`src/rtl/hit_round_ctrl.sv`:
```
// Round controller: debounces the box sensor and scores hit/miss/timeout against a random target box.
// Latency: strobe DB_CYCLES+4 edges after sensor_raw settles; timeout after WINx armed cycles.
// No backpressure: strobes are one-cycle pulses and must be taken when they occur.
module hit_round_ctrl #(
  parameter int DB_CYCLES = 500000,
  parameter int WIN1      = 100000000,
  parameter int WIN2      = 75000000,
  parameter int WIN3      = 50000000
) (
  input  logic       CLOCK_50,
  input  logic       resetn,
  input  logic       enable,
  input  logic [2:0] sensor_raw,
  input  logic [2:0] lfsr_value,
  input  logic [1:0] difficulty_level,
  output logic [2:0] target_box,
  output logic       target_valid,
  output logic       hit_strobe,
  output logic       miss_strobe,
  output logic       timeout_strobe,
  output logic [2:0] hit_box,
  output logic [7:0] round_count
);

  localparam int DBW  = $clog2(DB_CYCLES + 1);
  localparam int WMAX = (WIN1 > WIN2) ? ((WIN1 > WIN3) ? WIN1 : WIN3)
                                      : ((WIN2 > WIN3) ? WIN2 : WIN3);
  localparam int WW   = $clog2(WMAX + 1);

  localparam logic [DBW-1:0] DB_LAST = DBW'(DB_CYCLES - 1);
  localparam logic [WW-1:0]  W1_LOAD = WW'(WIN1 - 1);
  localparam logic [WW-1:0]  W2_LOAD = WW'(WIN2 - 1);
  localparam logic [WW-1:0]  W3_LOAD = WW'(WIN3 - 1);

  localparam logic [1:0] S_IDLE  = 2'd0;
  localparam logic [1:0] S_LOAD  = 2'd1;
  localparam logic [1:0] S_ARMED = 2'd2;
  localparam logic [1:0] S_COOL  = 2'd3;

  logic [2:0]     sync1;
  logic [2:0]     sync2;
  logic [2:0]     sync_hold;
  logic [2:0]     db;
  logic [2:0]     db_d;
  logic [DBW-1:0] db_cnt;
  logic [1:0]     state;
  logic [WW-1:0]  win_cnt;
  logic [WW-1:0]  win_load;
  logic [7:0]     round_next;
  logic           press;

  // sync_hold tracks the last synchronized code; any change restarts the stability count
  always_ff @(posedge CLOCK_50) begin
    if (!resetn) begin
      sync1     <= 3'b000;
      sync2     <= 3'b000;
      sync_hold <= 3'b000;
      db        <= 3'b000;
      db_d      <= 3'b000;
      db_cnt    <= '0;
    end else begin
      sync1 <= sensor_raw;
      sync2 <= sync1;
      db_d  <= db;
      if (sync2 != sync_hold) begin
        sync_hold <= sync2;
        db_cnt    <= '0;
      end else if (db_cnt != DB_LAST) begin
        db_cnt <= db_cnt + DBW'(1);
      end else begin
        db <= sync_hold;
      end
    end
  end

  assign press        = (db_d == 3'b000) && (db != 3'b000);
  assign target_valid = (state == S_ARMED);
  assign round_next   = (round_count == 8'hFF) ? round_count : round_count + 8'd1;

  always_comb begin
    win_load = W1_LOAD;
    case (difficulty_level)
      2'd2:    win_load = W2_LOAD;
      2'd3:    win_load = W3_LOAD;
      default: win_load = W1_LOAD;
    endcase
  end

  always_ff @(posedge CLOCK_50) begin
    if (!resetn) begin
      state          <= S_IDLE;
      target_box     <= 3'b000;
      hit_strobe     <= 1'b0;
      miss_strobe    <= 1'b0;
      timeout_strobe <= 1'b0;
      hit_box        <= 3'b000;
      round_count    <= 8'd0;
      win_cnt        <= '0;
    end else begin
      hit_strobe     <= 1'b0;
      miss_strobe    <= 1'b0;
      timeout_strobe <= 1'b0;
      if (!enable) begin
        state <= S_IDLE;
      end else begin
        case (state)
          S_IDLE: state <= S_LOAD;
          S_LOAD: begin
            if (lfsr_value != 3'b000) begin
              target_box <= lfsr_value;
              win_cnt    <= win_load;
              state      <= S_ARMED;
            end
          end
          // a press wins over an expiring window in the same cycle
          S_ARMED: begin
            if (press) begin
              if (db == target_box) hit_strobe <= 1'b1;
              else                  miss_strobe <= 1'b1;
              hit_box     <= db;
              round_count <= round_next;
              state       <= S_COOL;
            end else if (win_cnt == '0) begin
              timeout_strobe <= 1'b1;
              round_count    <= round_next;
              state          <= S_LOAD;
            end else begin
              win_cnt <= win_cnt - WW'(1);
            end
          end
          S_COOL: begin
            if (db == 3'b000) state <= S_LOAD;
          end
          default: state <= S_IDLE;
        endcase
      end
    end
  end

endmodule

```
`config.mk`:
```
export PLATFORM = sky130hd
export DESIGN_NAME = hit_round_ctrl
export DESIGN_NICKNAME = d
export VERILOG_FILES = /design/src/rtl/hit_round_ctrl.sv
export SDC_FILE = /design/constraint.sdc
export NUM_CORES = 1
export LEC_CHECK = 0
export BUFFER_PORTS_ARGS = -buffer_cell sky130_fd_sc_hd__buf_2
export CAP_MARGIN = 15
export CORE_MARGIN = 3
export CORE_UTILIZATION = 54
export CTS_CLUSTER_SIZE = 16
export DETAILED_ROUTE_END_ITERATION = 8
export MAX_ROUTING_LAYER = met4
export PLACE_DENSITY = 0.83
export REMOVE_ABC_BUFFERS = 1
export SLEW_MARGIN = 20
export SYNTH_ARGS = -nofsm -noshare
export SYNTH_HDL_FRONTEND = slang
export SYNTH_SLANG_ARGS = --single-unit
```
`constraint.sdc`:
```
create_clock -name CLOCK_50 -period 2.4 [get_ports CLOCK_50]
set_clock_uncertainty 0.1 [all_clocks]
set_input_delay 0.36 -clock CLOCK_50 [delete_from_list [all_inputs] [get_ports CLOCK_50]]
set_output_delay 0.36 -clock CLOCK_50 [all_outputs]
set_load 0.005 [all_outputs]
```
==> run summary, run 1 <==
Ports: 29
number of stages on the worst hold path: 2
Avg Cell Area, Syn: 8.80 um^2
Starting Density: 57.3%
largest net degree at the start of global routing: 30
Req. time, crit path: 2580 ps
Area after DPL: 0.00444 mm^2
fin. max-slew vios: 0
Post-Synthesis Cells: 457
clock period minus worst slack: 2300 ps
status: finished, final reports clean
layout cell share with drive strength beyond 1: 21.1%
# H-tree levels: 3
register area share after synthesis: 39.8%
pre-CTS setup slack: -152 ps
GRT overflow: 0
CTS tree: yes
worst reg2reg endpoint: win_cnt[22]
mapped cell area: 0.00402 mm^2
max-cap viol count: 0
Max IR drop VDD: 0.000438 V
Via density: 6.38
most frequent cells in the layout: dfxtp_1 (80), buf_4 (40), nor2_1 (39)
Synth Register Bits: 80
CTS hold repair buffers: 0
setup ws final: 102 ps
Pwr Total: 2.96 mW
routed len/inst: 16.1 um
die extent in x: 92.3 um
Worst Setup End Kind: flip-flop
synthesis-to-layout area growth: 18.5%
Rows: 30
number of flops mapped to enable cells by yosys: 0
cells on worst reg2reg path: 9
clk root buf: clkbuf_8
ant diodes: 0
Post-synth ARST share: 0%
hold_sp: sensor_raw[1]
Distinct cells, synth: 64
Total Wirelength: 9960 um
Reg clk slew, reported paths: 80 ps
CTS buffer count: 9
power per cell area: 622 mW/mm^2
synth warn: 0
Max FO, Critical Path: 27
Seq pwr share: 46.9%
via count: 3939
clock power share: 37.6%
final core utilization: 67.9%
HPWL after DPL: 6740 um
Peak Freq: 435 MHz
area of the core: 0.00702 mm^2
Residual DRC: 0
Net Switching: 826 uW
setup_tns: 0 ps
GP Congestion: 0.901
IO Port Bufs: 28
Pre-antenna DRT Iters: 5
Die Span Y: 92.3 um
Worst Path Arrival: 2480 ps
Final Cell Area: 0.00477 mm^2
commonest non-fill, non-tap cell in the layout: dfxtp_1
post-layout net count: 534
Area contributors post-synth: dfxtp_1 (40%), a21oi_1 (4.0%), nor2_1 (3.6%)
Hold Crit Endpoint: sync1[1]
flop-to-flop setup slack: 100 ps
Worst Hold Class: in2reg
Clock Path Buffers: 2
All-Layer GR Usage: 24.1%
global-route wire length before repair: 16400 um
ys flop type: dfxtp_1
leak pwr: 1.79 nW
Starting DRT DRC Count: 289
Slew @ Worst Pin: 573 ps
# clock sinks: 80
Worst-Skew Late Latency: 360 ps
combinational power share: 15.4%
Critical Path Source Type: flip-flop
die area: 0.00852 mm^2
Hold Fails Final Rpt: 0
ANT nets after route: 0
Setup-failing EPs final: 0
Sw Share: 27.9%
largest area contributor in the netlist: dfxtp_1
top cell type's share of synthesized area: 39.8%
vias in the first global route: 3597
initial antenna violation count: 0
Slew headroom: 61.7%
Tcrit/Tclk final: 95.7%
P_int: 2.14 mW
r2r startpoint: state[0]
Setup CP Type: reg2reg
power groups by stage:
stage	sequential, mW	combinational [mW]	clock, mW
after floorplan	1.42	0.259	0
after global routing	1.40	0.498	1.18
after global placement	1.42	0.403	0
after detailed placement	1.42	0.419	0
after CTS	1.39	0.426	1.13
final	1.39	0.457	1.12
final cells by class:
cell class / instances / area (um^2)
Multi-Input combinational cell: 340 / 2290
Fill cell: 555 / 2250
Sequential cell: 80 / 1600
Timing Repair Buffer: 71 / 483
Clock buffer: 9 / 124
Tap cell: 96 / 120
Clock inverter: 7 / 100
Inverter: 14 / 52.6
what timing repair did:
action | 4_1_cts | 5_1_grt
gates resized for setup | 2 | 7
setup buffers | 0 | 7
setup endpoints to repair | 12 | 20
Yosys cell counts, types with 5 or more instances:
| cell type | number |
|---|---|
| o32ai_1 | 7 |
| xor2_1 | 7 |
| and2_1 | 17 |
| and4_1 | 7 |
| o21ai_0 | 9 |
| nor3_1 | 24 |
| o31ai_1 | 9 |
| xnor2_1 | 13 |
| a211oi_1 | 6 |
| nand2_1 | 29 |
| nand3_1 | 24 |
| mux2i_1 | 9 |
| clkbuf_1 | 13 |
| a31oi_1 | 11 |
| dfxtp_1 | 80 |
| ha_1 | 7 |
| nor2_1 | 39 |
| a311oi_1 | 6 |
| or4_1 | 10 |
| inv_1 | 12 |
| nand4_1 | 9 |
| a21oi_1 | 32 |
| or3_1 | 6 |
| a41oi_1 | 5 |
how the worst max path moves through the flow:
| stage | from | end | slack [ps] | cells after the start |
|---|---|---|---|---|
| 3_3_place_gp | state[1] | win_cnt[23] | -80 | 8 |
| 2_1_floorplan | state[0] | win_cnt[23] | -270 | 6 |
| 6_report | state[0] | win_cnt[22] | 100 | 9 |
| 4_1_cts | state[1] | win_cnt[12] | 20 | 9 |
| 5_1_grt | state[0] | win_cnt[22] | -40 | 9 |
| 3_5_place_dp | state[1] | win_cnt[23] | -150 | 8 |
worst max-delay path: stages (launching register included):
cell	delay, ps
dfxtp_1	330
buf_4	150
inv_1	50
ha_1	240
buf_6	260
clkinv_1	150
a21oi_2	200
nand3_2	100
or4_1	480
a31oi_1	160
registers in the layout, indices dropped and copies added (netlist names):
signal / cells
sync1: 3
timeout_strobe: 1
round_count: 8
hit_strobe: 1
db_cnt: 19
hit_box: 3
miss_strobe: 1
target_box: 3
win_cnt: 27
db_d: 3
sync_hold: 3
db: 3
state: 2
sync2: 3
kinds of logic (layout without fill, tap and decap cells):
logic type | count (synthesis) | after routing | synth area share, %
AOI/OAI and AO/OA | 109 | 109 | 19.4
adders and majority gates | 7 | 7 | 2.18
buffers and inverters | 37 | 101 | 4.51
DFF | 80 | 80 | 39.8
xor gates and xnor gates | 20 | 20 | 4.36
and+or+nand+nor | 194 | 194 | 27.3
muxes | 10 | 10 | 2.52
metrics by stage:
| step | hold slack (ps) | std cells |
|---|---|---|
| 2_1_floorplan | 312 | 434 |
| 3_3_place_gp | 320 | 594 |
| 3_5_place_dp | 327 | 594 |
| 4_1_cts | 103 | 610 |
| 5_1_grt | 93.1 | 617 |
| 6_report | 111 | 617 |
per-layer routing:
layer	share of wire (%)	track usage, %
met3	7.7	3.90
met4	2.0	8.91
met1	43	31.1
met5	0	-
met2	47	38.4
(Power assumes the default switching activity.)
==> run 2, diff against run 1 <==
CELL_PAD_IN_SITES_DETAIL_PLACEMENT = 0   (was unset)
CELL_PAD_IN_SITES_GLOBAL_PLACEMENT = 1   (was unset)
CORE_UTILIZATION = 42   (was 54)
PLACE_DENSITY = 0.84   (was 0.83)
==> run summary, run 2 (same netlist as run 1, synthesis figures left out) <==
Worst-Skew Late Latency: 360 ps (about the same)
Slew @ Worst Pin: 539 ps (-34.6 ps)
Hold Fails Final Rpt: 0 (unchanged)
Worst Setup End Kind: flip-flop
GP Congestion: 0.845 (-6.2%)
post-layout net count: 537 (+0.56%)
hold_sp: sensor_raw[0]
initial antenna violation count: 0 (unchanged)
max-cap viol count: 0 (unchanged)
number of stages on the worst hold path: 2 (unchanged)
Die Span Y: 104 um (+13%)
P_int: 1.94 mW (-9.0%)
Starting DRT DRC Count: 330 (+14%)
Via density: 5.68 (-11%)
Peak Freq: 442 MHz (+1.5%)
Slew headroom: 63.8% (+2.1 points)
Sw Share: 29.6% (+1.8 points)
CTS tree: yes
most frequent cells in the layout: dfxtp_1 (80), buf_4 (46), nor2_1 (39)
area of the core: 0.00928 mm^2 (+32%)
vias in the first global route: 3361 (-6.6%)
combinational power share: 16.2% (+0.8 points)
final core utilization: 51.5% (-16 points)
Final Cell Area: 0.00478 mm^2 (+0.37%)
Max FO, Critical Path: 14 (-48%)
Total Wirelength: 9730 um (-2.3%)
Worst Path Arrival: 2450 ps (-30 ps)
clk root buf: clkbuf_8
Worst Hold Class: in2reg
# clock sinks: 80 (unchanged)
IO Port Bufs: 28 (unchanged)
Rows: 35 (+17%)
Reg clk slew, reported paths: 90 ps (about the same)
global-route wire length before repair: 16200 um (-1.3%)
die area: 0.0108 mm^2 (+27%)
CP Launch Point: win_cnt[19]
clock period minus worst slack: 2260 ps (-34.1 ps)
CTS buffer count: 9 (unchanged)
Clock Path Buffers: 2 (unchanged)
power per cell area: 578 mW/mm^2 (-7.1%)
Hold Crit Endpoint: sync1[0]
flop-to-flop setup slack: 140 ps (+30 ps)
fin. max-slew vios: 0 (unchanged)
Net Switching: 819 uW (-0.87%)
layout cell share with drive strength beyond 1: 21.9% (+0.83 points)
via count: 3708 (-5.9%)
largest net degree at the start of global routing: 28 (-6.7%)
Residual DRC: 0 (unchanged)
Critical Path Source Type: flip-flop
Max IR drop VDD: 0.000246 V (-44%)
ant diodes: 0 (unchanged)
Req. time, crit path: 2580 ps (about the same)
HPWL after DPL: 6890 um (+2.3%)
Area after DPL: 0.00451 mm^2 (+1.7%)
Biggest register: win_cnt
Ports: 29 (unchanged)
ANT nets after route: 0 (unchanged)
All-Layer GR Usage: 18.5% (-5.6 points)
CTS hold repair buffers: 0 (unchanged)
routed len/inst: 14.9 um (-7.7%)
cells on worst reg2reg path: 5 (-4)
Pre-antenna DRT Iters: 5 (unchanged)
r2r startpoint: win_cnt[19]
die extent in x: 104 um (+13%)
commonest non-fill, non-tap cell in the layout: dfxtp_1
clock power share: 33.5% (-4.1 points)
GRT overflow: 0 (unchanged)
worst reg2reg endpoint: round_count[3]
synthesis-to-layout area growth: 19.0%
max reg flops: 27 (unchanged)
Tcrit/Tclk final: 94.3% (-1.4 points)
Starting Density: 43.3% (-14 points)
Seq pwr share: 50.3% (+3.4 points)
leak pwr: 1.77 nW (-0.85%)
RSZ-0062 raised after global routing: true
biggest regs: win_cnt x27, db_cnt x19, round_count x8
Setup-failing EPs final: 0 (unchanged)
status: finished, final reports clean
Setup CP Type: reg2reg
# H-tree levels: 3 (unchanged)
[run 2: changes by cell type in the layout (fill, tap and decap cells not counted), sizes merged]
| cell | delta |
|---|---|
| buf | +3 |
| clkinv | +1 |
| bufinv | -2 |
| clkinvlp | +2 |
| inv | -2 |
| clkbuf | +1 |
[run 2: repair_timing]
item	CTS	global route
pin swaps	0	2
gates resized for setup	2	9
setup buffers	0	4
setup endpoints to repair	13	23
[run 2: critical path: stages (launching register included)]
cell,delay [ps]
dfxtp_1,350
or4_4,590
nor2b_4,270
a31oi_4,220
or4_1,510
a21oi_1,150
[run 2: worst max-delay path by stage]
stage,end,slack (ps)
6_report,round_count[3],140
5_1_grt,round_count[3],-10
4_1_cts,round_count[3],20
3_5_place_dp,win_cnt[23],-120
3_3_place_gp,win_cnt[23],-60
2_1_floorplan,win_cnt[23],-270
[run 2: power groups by stage]
stage	registers, mW	logic (mW)	clock network (mW)
floorplan	1.42	0.259	0
global placement	1.42	0.426	0
detailed placement	1.42	0.430	0
CTS	1.39	0.439	0.949
global route	1.40	0.492	1.02
finish	1.39	0.448	0.925
[run 2: per-stage QoR]
stage / setup slack [ps] / std cells / TNS, ps / power, mW / hold slack, ps
4_1_cts: 18.5 / 649 / 0 / 2.78 / 94.9
3_5_place_dp: -122 / 633 / -379 / 1.85 / 333
6_report: 136 / 653 / 0 / 2.76 / 110
3_3_place_gp: -63.7 / 633 / -64.1 / 1.84 / 318
2_1_floorplan: -266 / 434 / -2050 / 1.68 / 312
5_1_grt: -9.97 / 653 / -9.97 / 2.90 / 105
[run 2: cell type report]
| type | instances | area, um^2 |
|---|---|---|
| inverter | 14 | 52.6 |
| clock buffer | 10 | 138 |
| timing repair buffer | 74 | 485 |
| clock inverter | 6 | 42.5 |
| tap | 129 | 161 |
| multi-input combinational | 340 | 2300 |
| sequential | 80 | 1600 |
| fill | 876 | 4500 |
[run 2: layer usage]
metal	vias up	routed length, um	GRT usage [%]
met4	0	95	5.13
li1	1843	-	-
met2	99	4360	27.3
met1	1754	4780	25.9
met3	12	492	3.29
met5	-	0	-
